`config.mk`:
```
export PLATFORM = sky130hd
export DESIGN_NAME = mult_seq_ctrl
export DESIGN_NICKNAME = d
export VERILOG_FILES = /design/src/rtl/mult_pkg.sv /design/src/rtl/mult_bit_counter.sv /design/src/rtl/mult_seq_ctrl.sv
export SDC_FILE = /design/constraint.sdc
export NUM_CORES = 1
export LEC_CHECK = 0
export CORE_AREA = 5 5 42 44
export DETAILED_ROUTE_END_ITERATION = 8
export DIE_AREA = 0 0 47 49
export HOLD_SLACK_MARGIN = 0.08
export PLACE_DENSITY = 0.78
export SYNTH_ARGS = -nofsm -noshare
export SYNTH_HDL_FRONTEND = slang
export SYNTH_SLANG_ARGS = --single-unit
```
`constraint.sdc`:
```
create_clock -name Clk -period 2.6 [get_ports Clk]
set_input_delay 0.78 -clock Clk [delete_from_list [all_inputs] [get_ports Clk]]
set_output_delay 0.78 -clock Clk [all_outputs]
set_load 0.02 [all_outputs]
```
`src/rtl/mult_pkg.sv`:
```
// Shared definitions for the shift-add multiplier sequencing controller:
// state encoding, default operand width and the bit-counter width helper.
package mult_pkg;

   localparam int DEF_WIDTH = 16;

   typedef enum logic [2:0] {
      IDLE  = 3'd0,
      LOAD  = 3'd1,
      SHIFT = 3'd2,
      CHECK = 3'd3,
      ADD   = 3'd4,
      DONE  = 3'd5
   } state_t;

   // Counter must hold 0..width inclusive.
   function automatic int cnt_width(input int width);
      return $clog2(width + 1);
   endfunction

endpackage

```
`src/rtl/mult_bit_counter.sv`:
```
// Shift counter for the multiplier controller: synchronous clear, increment,
// terminal count when count == WIDTH. Saturates at WIDTH instead of wrapping.
module mult_bit_counter
   import mult_pkg::*;
#(
   parameter int  WIDTH = DEF_WIDTH,
   localparam int CW    = cnt_width(WIDTH)
)(
   input  logic          Clk,
   input  logic          Reset,
   input  logic          clr,
   input  logic          inc,
   output logic [CW-1:0] count,
   output logic          tc
);

   assign tc = (count == CW'(WIDTH));

   // Count register; clear wins over increment.
   always_ff @(posedge Clk or negedge Reset) begin
      if (!Reset) begin
         count <= '0;
      end else if (clr) begin
         count <= '0;
      end else if (inc && !tc) begin
         count <= count + CW'(1);
      end else begin
         count <= count;
      end
   end

endmodule

```
`src/rtl/mult_seq_ctrl.sv`:
```
// Sequencing controller for the shift-add multiplier accumulator (Load/Ad/Sh
// strobes, Busy/Done). Define MULT_SEQ_CTRL_ABORT_EN to add the Abort input.
module mult_seq_ctrl
   import mult_pkg::*;
#(
   parameter int WIDTH = DEF_WIDTH
)(
   input  logic Clk,
   input  logic Reset,
   input  logic Start,
   input  logic M,
`ifdef MULT_SEQ_CTRL_ABORT_EN
   input  logic Abort,
`endif
   output logic Load,
   output logic Ad,
   output logic Sh,
   output logic Busy,
   output logic Done
);

   localparam int CW = cnt_width(WIDTH);

   state_t        state_r;
   state_t        next_state_s;
   logic [CW-1:0] count_s;
   logic          tc_s;
   logic          clr_s;
   logic          inc_s;
   logic          abort_s;
   logic          last_shift_s;

`ifdef MULT_SEQ_CTRL_ABORT_EN
   assign abort_s = Abort && (state_r inside {LOAD, SHIFT, CHECK, ADD});
`else
   assign abort_s = 1'b0;
`endif

   assign clr_s        = (state_r == LOAD) || abort_s;
   assign inc_s        = (state_r == SHIFT);
   // The shift in progress is the final one when WIDTH-1 shifts are already counted.
   assign last_shift_s = (count_s == CW'(WIDTH - 1));

   mult_bit_counter #(.WIDTH(WIDTH)) u_cnt (
      .Clk   (Clk),
      .Reset (Reset),
      .clr   (clr_s),
      .inc   (inc_s),
      .count (count_s),
      .tc    (tc_s)
   );

   // Next-state logic; bit 0 is added during LOAD so LOAD goes straight to SHIFT.
   always_comb begin
      next_state_s = state_r;
      if (abort_s) begin
         next_state_s = IDLE;
      end else begin
         case (state_r)
            IDLE:    if (Start) next_state_s = LOAD; else next_state_s = IDLE;
            LOAD:    next_state_s = SHIFT;
            SHIFT:   if (last_shift_s) next_state_s = DONE; else next_state_s = CHECK;
            CHECK:   if (tc_s) next_state_s = DONE;
                     else if (M) next_state_s = ADD;
                     else next_state_s = SHIFT;
            ADD:     next_state_s = SHIFT;
            DONE:    next_state_s = IDLE;
            default: next_state_s = IDLE;
         endcase
      end
   end

   // State register.
   always_ff @(posedge Clk or negedge Reset) begin
      if (!Reset) begin
         state_r <= IDLE;
      end else begin
         state_r <= next_state_s;
      end
   end

   // Outputs registered from the next state so they line up with state_r.
   always_ff @(posedge Clk or negedge Reset) begin
      if (!Reset) begin
         Load <= 1'b0;
         Ad   <= 1'b0;
         Sh   <= 1'b0;
         Busy <= 1'b0;
         Done <= 1'b0;
      end else begin
         Load <= (next_state_s == LOAD);
         Ad   <= (next_state_s == ADD);
         Sh   <= (next_state_s == SHIFT);
         Busy <= (next_state_s inside {LOAD, SHIFT, CHECK, ADD});
         Done <= (next_state_s == DONE);
      end
   end

endmodule

```
==> results.txt, run 1 <==
Setup crit start: Load
Hold Path Stages: 1
Total gr overflow: 0
#FFs+latches synth: 13
Leak Pwr: 0.000362 uW
DR vias/cell: 6.04
First-pass DRT Iterations: 4
TritonCTS clock tree: done
Storage cell area: 325 sq um
Area delta synth->final: 14.6%
Family with the most delay on the worst path: buffers and inverters
Post-cts resize count: 0
Power per cell area: 1100 nW/um^2
Vias: 550
Worst hold path type: flip-flop to flip-flop
Unrepaired setup endpoints after global routing: false
Cells after synthesis: 66
Fillers: 128
Period utilisation layout: 0.774
Clock Sinks: 13
CP Cell Sequence: clkdlybuf4s50_1
HPWL after detailed placement: 1050 um
Worst R2R Setup Slack: 0.94 ns
Clock skew: 0.00383 ns
Min-delay src: u_cnt.count[1]
Final Critical Period: 2.01 ns
Drt drc: 0
Site Rows: 14
GP Congestion: 0.853
I/O pin count: 9
Hold buffers post-CTS: 0
Routed WL: 1430 um
Ys Warns: 0
Worst path max stage delay: 0.61 ns
CTS clk-pin slew, worst paths: 0.08 ns
CP startpoint kind: flip-flop
Num CTS Buffers: 3
Synth cell types: 33
Die Wd: 47 um
Avg Synthesized Cell Area: 10.9 sq um
Initial core utilization: 0.513
Slew margin rel.: 0.613
Outcome: completed
Setup TNS: 0 ns
Fraction of layout cells with a size suffix above 1: 0.120
Clk Latency, worst-skew pair: 0.28 ns
Gr usage total: 0.151
# Post-CTS Setup Buffers: 0
Max-cap violations: 0
Multi-input gate area: 353 sq um
Clock Tree Buf Depth: 2
Core Region: 1400 sq um
Initial antenna violation count: 0
Worst path required time: 1.82 ns
Final Setup Violations: 0
Arrival time worst endpoint: 1.23 ns
Reg2reg path depth: 5
Total power: 903 uW
Fin nets: 83
Port bufs: 8
Worst slew pin tran: 0.579 ns
First-pass GRT wire length: 2500 um
Ant. Diodes: 0
H-tree levels: 1
VDD IR-drop max: 0.615 mV
Vias in the first global route: 546
Final Hold Viols: 0
Largest net degree at the start of global routing: 17
Post-synthesis cell area: 718 sq um
CP Class: flip-flop to output port
WL per Instance: 15.7 um
Post-synthesis sequential area ratio: 0.453
Final ANT Viol Nets: 0
Hold EP: u_cnt.count[1]
R2R Path End: Busy
Final non-filler cell total: 91
Placed Cells incl. Taps: 87
Die Ht: 49 um
Iteration-0 DRC Markers: 19
Crit Path Max Fanout: 1
Die footprint: 2300 sq um
CP max stage cell: clkdlybuf4s50_1
CP endpoint kind: output port
Buf/Inv on CP: 1
Synthesized Nets: 73
Max frequency: 497 MHz
Max Slew Vio Count: 0
CTS root buffer: clkbuf_4
Worst r2r src: u_cnt.count[0]
Yosys cell counts:
cell type | n | share of area
and2_1 | 1 | 0.0087
nand2b_4 | 1 | 0.019
a22o_1 | 1 | 0.012
o311ai_1 | 1 | 0.012
nand2b_1 | 1 | 0.0087
dfrtp_1 | 13 | 0.45
a211oi_1 | 3 | 0.031
a221oi_2 | 1 | 0.021
a21oi_1 | 1 | 0.0070
a211o_1 | 3 | 0.037
inv_1 | 5 | 0.026
nor2_2 | 1 | 0.0087
or4_1 | 1 | 0.010
a41oi_1 | 1 | 0.012
nor2b_1 | 2 | 0.017
buf_6 | 1 | 0.016
nor4bb_4 | 1 | 0.035
o22ai_1 | 1 | 0.0087
o221a_2 | 1 | 0.016
nor4_1 | 3 | 0.026
nor4b_1 | 1 | 0.012
nand4bb_1 | 1 | 0.016
nand2_1 | 3 | 0.016
mux2_2 | 1 | 0.016
nor2_1 | 4 | 0.021
ha_1 | 3 | 0.052
nand3_1 | 3 | 0.021
a22oi_1 | 1 | 0.010
buf_2 | 2 | 0.014
nor3b_1 | 1 | 0.010
o21ai_0 | 1 | 0.0070
and3_1 | 1 | 0.0087
o211ai_1 | 1 | 0.010
logic make-up (layout without fill, tap and decap cells):
kind of cell | after synthesis | in the layout | share of synthesized area
buffers and inverters | 8 | 17 | 0.0558
muxes | 1 | 1 | 0.0157
and+or+nand+nor | 25 | 25 | 0.239
DFF | 13 | 13 | 0.453
adders and majority gates | 3 | 3 | 0.0523
AOI/OAI and AO/OA | 16 | 16 | 0.185
area by class of cell:
| cell class | count | share of cell area |
|---|---|---|
| clock buffers | 4 | 0.0319 |
| well taps | 16 | 0.0243 |
| inverters | 5 | 0.0228 |
| flip-flops and latches | 13 | 0.395 |
| multi-input cells | 45 | 0.429 |
| repair buffers | 8 | 0.0973 |
worst max path at each step:
stage / end / slack (ns) / depth (start not counted)
global placement: Load / 0.91 / 1
finish: Load / 0.59 / 1
floorplan: Busy / 1.07 / 5
CTS: Load / 0.58 / 1
global route: Load / 0.53 / 1
detailed placement: Load / 0.90 / 1
state kept, by name, indices dropped and copies added, names as in the netlist:
register and flops:
Load 1, Done 1, u_cnt.count 5, Ad 1, Sh 1, Busy 1, state_r 3
where the power goes:
group | switching (uW) | total (uW) | internal [uW]
clock | 68.1 | 128 | 59.6
combinational | 191 | 377 | 187
sequential | 127 | 398 | 271
routing by layer:
metal | vias to the layer above | part of all wire | global-route usage
li1 | 270 | - | -
met1 | 265 | 0.43 | 0.191
met2 | 10 | 0.52 | 0.217
met3 | 5 | 0.027 | 0.0443
met4 | 0 | 0.028 | 0.0922
met5 | - | 0 | 0
cell usage in the layout, fill, tap and decap left out, types with 2 or more instances in the layout:
cell / synthesis / layout
dfrtp_1: 13 / 13
clkdlybuf4s50_1: 0 / 8
inv_1: 5 / 5
nor2_1: 4 / 4
nand3_1: 3 / 3
nand2_1: 3 / 3
nor4_1: 3 / 3
a211oi_1: 3 / 3
a211o_1: 3 / 3
ha_1: 3 / 3
clkbuf_4: 0 / 3
nor2b_1: 2 / 2
per-stage QoR:
stage / hold WS [ns] / setup slack, ns / util / cell area (sq um)
after floorplan: 0.484 / 1.07 / - / 718
after global placement: 0.538 / 0.915 / 0.569 / 797
after detailed placement: 0.552 / 0.900 / 0.569 / 797
after CTS: 0.571 / 0.578 / 0.588 / 823
after global routing: 0.587 / 0.530 / 0.588 / 823
final: 0.568 / 0.587 / 0.588 / 823
(Power assumes the default switching activity.)
==> run 2, diff against run 1 <==
--- a/config.mk
+++ b/config.mk
@@ -5,11 +5,11 @@
 export SDC_FILE = /design/constraint.sdc
 export NUM_CORES = 1
 export LEC_CHECK = 0
-export CORE_AREA = 5 5 42 44
+export CORE_MARGIN = 5
+export CORE_UTILIZATION = 52
 export DETAILED_ROUTE_END_ITERATION = 8
-export DIE_AREA = 0 0 47 49
 export HOLD_SLACK_MARGIN = 0.08
-export PLACE_DENSITY = 0.78
+export PLACE_DENSITY = 0.76
 export SYNTH_ARGS = -nofsm -noshare
 export SYNTH_HDL_FRONTEND = slang
 export SYNTH_SLANG_ARGS = --single-unit
==> constraint.sdc (replaced) <==
create_clock -name Clk -period 1.95 [get_ports Clk]
set_input_delay 0.585 -clock Clk [delete_from_list [all_inputs] [get_ports Clk]]
set_output_delay 0.585 -clock Clk [all_outputs]
set_load 0.02 [all_outputs]
==> run 2 against run 1 <==
  * Sequential power is 32% higher
  * Critical endpoint is now Done
  * Die area is 3.4% lower
  * Utilization is 4.4 points higher
  * Largest cell class unchanged
  * Via count is 1.5% higher
  * Design area is 0.15% lower
  * Largest power group unchanged
==> results.txt, run 2 (synthesis results as in run 1) <==
Clock skew: 0.00317 ns (was 0.00383 ns)
VDD IR-drop max: 0.865 mV (was 0.615 mV)
Net switching power figure: 511 uW (was 386 uW)
Setup TNS: 0 ns (unchanged)
First-pass DRT Iterations: 4 (unchanged)
CP endpoint kind: output port (unchanged)
I/O pin count: 9 (unchanged)
Ant. Diodes: 0 (unchanged)
Fillers: 112 (was 128)
Initial core utilization: 0.552 (was 0.513)
Worst path required time: 1.36 ns (was 1.82 ns)
Fin nets: 83 (unchanged)
CTS root buffer: clkbuf_4 (unchanged)
Vias: 558 (was 550)
Outcome: completed (unchanged)
Die footprint: 2220 sq um (was 2300 sq um)
Drt drc: 0 (unchanged)
H-tree levels: 1 (unchanged)
CP max stage cell: clkdlybuf4s50_1 (unchanged)
Multi-input gate area: 353 sq um (unchanged)
Worst path max stage delay: 0.60 ns (was 0.61 ns)
TritonCTS clock tree: done (unchanged)
Slack of the critical path: 0.153 ns (was 0.587 ns)
Switching share of power: 0.426 (was 0.427)
Total gr overflow: 0 (unchanged)
Fraction of layout cells with a size suffix above 1: 0.120 (unchanged)
Die Wd: 47.2 um (was 47 um)
Most common cell after layout, fill and taps aside: dfrtp_1 (unchanged)
Commonest cells after routing, fill and taps aside: dfrtp_1, clkdlybuf4s50_1, inv_1 (unchanged)
Period utilisation layout: 0.922
Core Region: 1300 sq um (was 1400 sq um)
Crit Path Max Fanout: 1 (unchanged)
CP Cell Sequence: clkdlybuf4s50_1 (unchanged)
Buf/Inv on CP: 1 (unchanged)
Die Ht: 47.2 um (was 49 um)
Initial antenna violation count: 0 (unchanged)
Number of flip-flops in the largest register: 5 (unchanged)
# Post-CTS Setup Buffers: 0 (unchanged)
Power per cell area: 1460 nW/um^2 (was 1100 nW/um^2)
Num CTS Buffers: 3 (unchanged)
DR vias/cell: 6.20 (was 6.04)
WL per Instance: 15.7 um (about the same)
Util after Layout: 0.632 (was 0.588)
Largest Register: u_cnt.count (unchanged)
HPWL after detailed placement: 1020 um (was 1050 um)
Comb power frac: 0.417 (was 0.418)
Worst slew pin tran: 0.576 ns (was 0.579 ns)
Port bufs: 8 (unchanged)
CP startpoint kind: flip-flop (unchanged)
Area delta synth->final: 14.5% (was 14.6%)
Final ANT Viol Nets: 0 (unchanged)
Site Rows: 13 (was 14)
Vias in the first global route: 513 (was 546)
Largest net degree at the start of global routing: 17 (unchanged)
Unrepaired setup endpoints after global routing: false (unchanged)
Worst hold margin: 0.570 ns (was 0.568 ns)
Final Critical Period: 1.80 ns
CTS clk-pin slew, worst paths: 0.08 ns (about the same)
Sequential Power Share: 0.439 (was 0.441)
Clock Tree Buf Depth: 2 (unchanged)
Total power: 1200 uW (was 903 uW)
Iteration-0 DRC Markers: 21 (was 19)
Max frequency: 556 MHz
Worst hold path type: flip-flop to flip-flop (unchanged)
Final Setup Violations: 0 (unchanged)
Max Slew Vio Count: 0 (unchanged)
GP Congestion: 0.860 (was 0.853)
Hold buffers post-CTS: 0 (unchanged)
Clk Latency, worst-skew pair: 0.28 ns (about the same)
CP Class: flip-flop to output port (unchanged)
Routed WL: 1410 um (was 1430 um)
Gr usage total: 0.150 (was 0.151)
Family with the most delay on the worst path: buffers and inverters (unchanged)
Post-cts resize count: 0 (unchanged)
P_int: 688 uW (was 517 uW)
Largest regs: u_cnt.count (5), state_r (3) (unchanged)
Arrival time worst endpoint: 1.21 ns (was 1.23 ns)
Leak Pwr: 0.000362 uW (unchanged)
Setup Slack @ Placement: 0.329 ns (was 0.900 ns)
Final Hold Viols: 0 (unchanged)
First-pass GRT wire length: 2280 um (was 2500 um)
Storage cell area: 325 sq um (unchanged)
Max-cap violations: 0 (unchanged)
Clk pwr share: 0.145 (was 0.141)
Clock Sinks: 13 (unchanged)
Slew margin rel.: 0.615 (was 0.613)
==> run 2: per-stage QoR <==
| stage | cell area [sq um] | cells |
|---|---|---|
| after floorplan | 718 | 66 |
| after global placement | 796 | 86 |
| after detailed placement | 796 | 86 |
| after CTS | 822 | 90 |
| after global routing | 822 | 90 |
| final | 822 | 90 |
==> run 2: path summary, 6_finish.rpt <==
path / end / slack [ns] / start / cells after the start
min: u_cnt.count[1] / 0.57 / u_cnt.count[1] / 1
max reg2reg: Busy / 0.30 / u_cnt.count[0] / 5
max in group asynchronous: state_r[0] / 0.91 / Reset / 1
min in group asynchronous: u_cnt.count[2] / 0.66 / Reset / 1
min reg2reg: u_cnt.count[1] / 0.57 / u_cnt.count[1] / 1
max: Done / 0.15 / Done / 1
==> run 2: power groups by stage <==
stage          clock network, uW  logic [uW]  registers, uW
6_report                     173         500            526
5_1_grt                      192         547            542
4_1_cts                      175         501            522
3_5_place_dp                   0         501            529
3_3_place_gp                   0         495            529
2_1_floorplan                  0         431            469
==> run 2: metal layers <==
layer  wire [um]  GRT usage  up-vias
met1         686      0.192      269
met2         625      0.225       14
li1            -          -      270
met4          42     0.0994        0
met3          56     0.0345        5
met5           0          0        -
==> run 2: area by class of cell <==
| type | count | area share |
|---|---|---|
| multi-input cells | 45 | 0.429 |
| flip-flops and latches | 13 | 0.396 |
| repair buffers | 8 | 0.0974 |
| clock buffers | 4 | 0.0320 |
| well taps | 15 | 0.0228 |
| inverters | 5 | 0.0228 |
==> run 3, diff against run 2 <==
--- a/config.mk
+++ b/config.mk
@@ -6,10 +6,9 @@
 export NUM_CORES = 1
 export LEC_CHECK = 0
 export CORE_MARGIN = 5
-export CORE_UTILIZATION = 52
+export CORE_UTILIZATION = 40
 export DETAILED_ROUTE_END_ITERATION = 8
 export HOLD_SLACK_MARGIN = 0.08
-export PLACE_DENSITY = 0.76
 export SYNTH_ARGS = -nofsm -noshare
 export SYNTH_HDL_FRONTEND = slang
 export SYNTH_SLANG_ARGS = --single-unit
==> run 3 against run 2 <==
  * Combinational power is essentially flat
  * Clock power fell by 5%
  * Power is 0.45% lower
  * Critical path type unchanged
==> results.txt, run 3 (synthesis results as in run 1) <==
CP max stage cell: clkdlybuf4s50_1 (unchanged)
Iteration-0 DRC Markers: 9 (was 21)
Routed WL: 1390 um (was 1410 um)
Fillers: 166 (was 112)
Initial core utilization: 0.421 (was 0.552)
Num CTS Buffers: 3 (unchanged)
Power per cell area: 1420 nW/um^2 (was 1460 nW/um^2)
Largest regs: u_cnt.count (5), state_r (3) (unchanged)
Design Area, Final: 843 sq um (was 822 sq um)
Multi-input gate area: 353 sq um (unchanged)
Site Rows: 15 (was 13)
Clk Latency, worst-skew pair: 0.27 ns (was 0.28 ns)
Ant. Diodes: 0 (unchanged)
Initial antenna violation count: 0 (unchanged)
CP Class: flip-flop to output port (unchanged)
Fin nets: 84 (was 83)
First-pass GRT wire length: 2440 um (was 2280 um)
GP Congestion: 0.805 (was 0.860)
Buf/Inv on CP: 1 (unchanged)
Gr usage total: 0.119 (was 0.150)
Period utilisation layout: 0.918 (was 0.922)
TritonCTS clock tree: done (unchanged)
H-tree levels: 1 (unchanged)
Arrival time worst endpoint: 1.21 ns (about the same)
First-pass DRT Iterations: 4 (unchanged)
Crit Path Max Fanout: 1 (unchanged)
Vias: 542 (was 558)
Area delta synth->final: 17.4% (was 14.5%)
Number of flip-flops in the largest register: 5 (unchanged)
VDD IR-drop max: 0.743 mV (was 0.865 mV)
Max Slew Vio Count: 0 (unchanged)
Worst path max stage delay: 0.60 ns (about the same)
Die Ht: 52.4 um (was 47.2 um)
Core Region: 1710 sq um (was 1300 sq um)
I/O pin count: 9 (unchanged)
Final ANT Viol Nets: 0 (unchanged)
Post-Place Cell Area: 816 sq um (was 796 sq um)
Total gr overflow: 0 (unchanged)
Die Wd: 52.4 um (was 47.2 um)
Clock Tree Buf Depth: 2 (unchanged)
Slew margin rel.: 0.666 (was 0.615)
CP startpoint kind: flip-flop (unchanged)
Vias in the first global route: 509 (was 513)
Final Critical Period: 1.79 ns (was 1.80 ns)
Outcome: completed (unchanged)
Worst hold path type: flip-flop to flip-flop (unchanged)
Leak Pwr: 0.000370 uW (was 0.000362 uW)
CP endpoint kind: output port (unchanged)
Commonest cells after routing, fill and taps aside: dfrtp_1, clkdlybuf4s50_1, inv_1 (unchanged)
Storage cell area: 325 sq um (unchanged)
Unrepaired setup endpoints after global routing: false (unchanged)
HPWL after detailed placement: 1030 um (was 1020 um)
Family with the most delay on the worst path: buffers and inverters (unchanged)
Hold buffers post-CTS: 0 (unchanged)
Die footprint: 2740 sq um (was 2220 sq um)
Largest net degree at the start of global routing: 17 (unchanged)
Fraction of layout cells with a size suffix above 1: 0.145 (was 0.120)
Worst slew pin tran: 0.501 ns (was 0.576 ns)
Final non-filler cell total: 101 (was 90)
DR vias/cell: 5.37 (was 6.20)
Post-cts resize count: 0 (unchanged)
Most common cell after layout, fill and taps aside: dfrtp_1 (unchanged)
Worst path required time: 1.36 ns (about the same)
# Post-CTS Setup Buffers: 0 (unchanged)
Util after Layout: 0.494 (was 0.632)
Final Setup Violations: 0 (unchanged)
Final Hold Viols: 0 (unchanged)
Max frequency: 558 MHz (was 556 MHz)
Clock Sinks: 13 (unchanged)
Max-cap violations: 0 (unchanged)
Setup TNS: 0 ns (unchanged)
Placed Cells incl. Taps: 97 (was 86)
Largest Register: u_cnt.count (unchanged)
Total power: 1190 uW (was 1200 uW)
Port bufs: 8 (unchanged)
Drt drc: 0 (unchanged)
CTS clk-pin slew, worst paths: 0.08 ns (about the same)
CTS root buffer: clkbuf_4 (unchanged)
WL per Instance: 13.7 um (was 15.7 um)
CP Cell Sequence: clkdlybuf4s50_1 (unchanged)
Clock skew: 0.00330 ns (was 0.00317 ns)
run 3: cell count changes in the layout (fill, tap and decap cells not counted):
cell,delta
buf_4,+1
clkbuf_1,-1
clkinv_2,+1
run 3: area by class of cell:
cell class,count,area share
multi-input combinational,45,0.418
sequential,13,0.386
timing repair buffer,9,0.104
tap,25,0.0371
clock buffer,3,0.0267
inverter,5,0.0223
clock inverter,1,0.00593
run 3: metal layers:
layer,up-vias,routed length (um),share of wire,track usage
met5,-,0,0,0
met4,0,0,0,0.0383
met3,0,49,0.035,0.0285
met2,9,649,0.47,0.171
met1,267,689,0.50,0.173
li1,266,-,-,-
run 3: worst paths after layout:
check | startpoint | to | slack (ns) | depth (start not counted)
min in group asynchronous | Reset | Ad | 0.61 | 2
max | Done | Done | 0.16 | 1
min reg2reg | u_cnt.count[1] | u_cnt.count[1] | 0.56 | 1
min | u_cnt.count[1] | u_cnt.count[1] | 0.56 | 1
max reg2reg | u_cnt.count[0] | Busy | 0.30 | 5
max in group asynchronous | Reset | u_cnt.count[0] | 1.18 | 2
run 3: report_power, final:
part | switching (uW) | total [uW] | internal (uW)
Clock | 89.5 | 165 | 75.9
Sequential | 168 | 528 | 361
Combinational | 251 | 501 | 249
run 3: metrics by stage:
| stage | setup slack (ns) | hold WS (ns) |
|---|---|---|
| after detailed placement | 0.328 | 0.547 |
| after floorplan | 0.415 | 0.289 |
| after CTS | 0.150 | 0.567 |
| final | 0.159 | 0.565 |
| after global placement | 0.371 | 0.541 |
| after global routing | 0.117 | 0.605 |
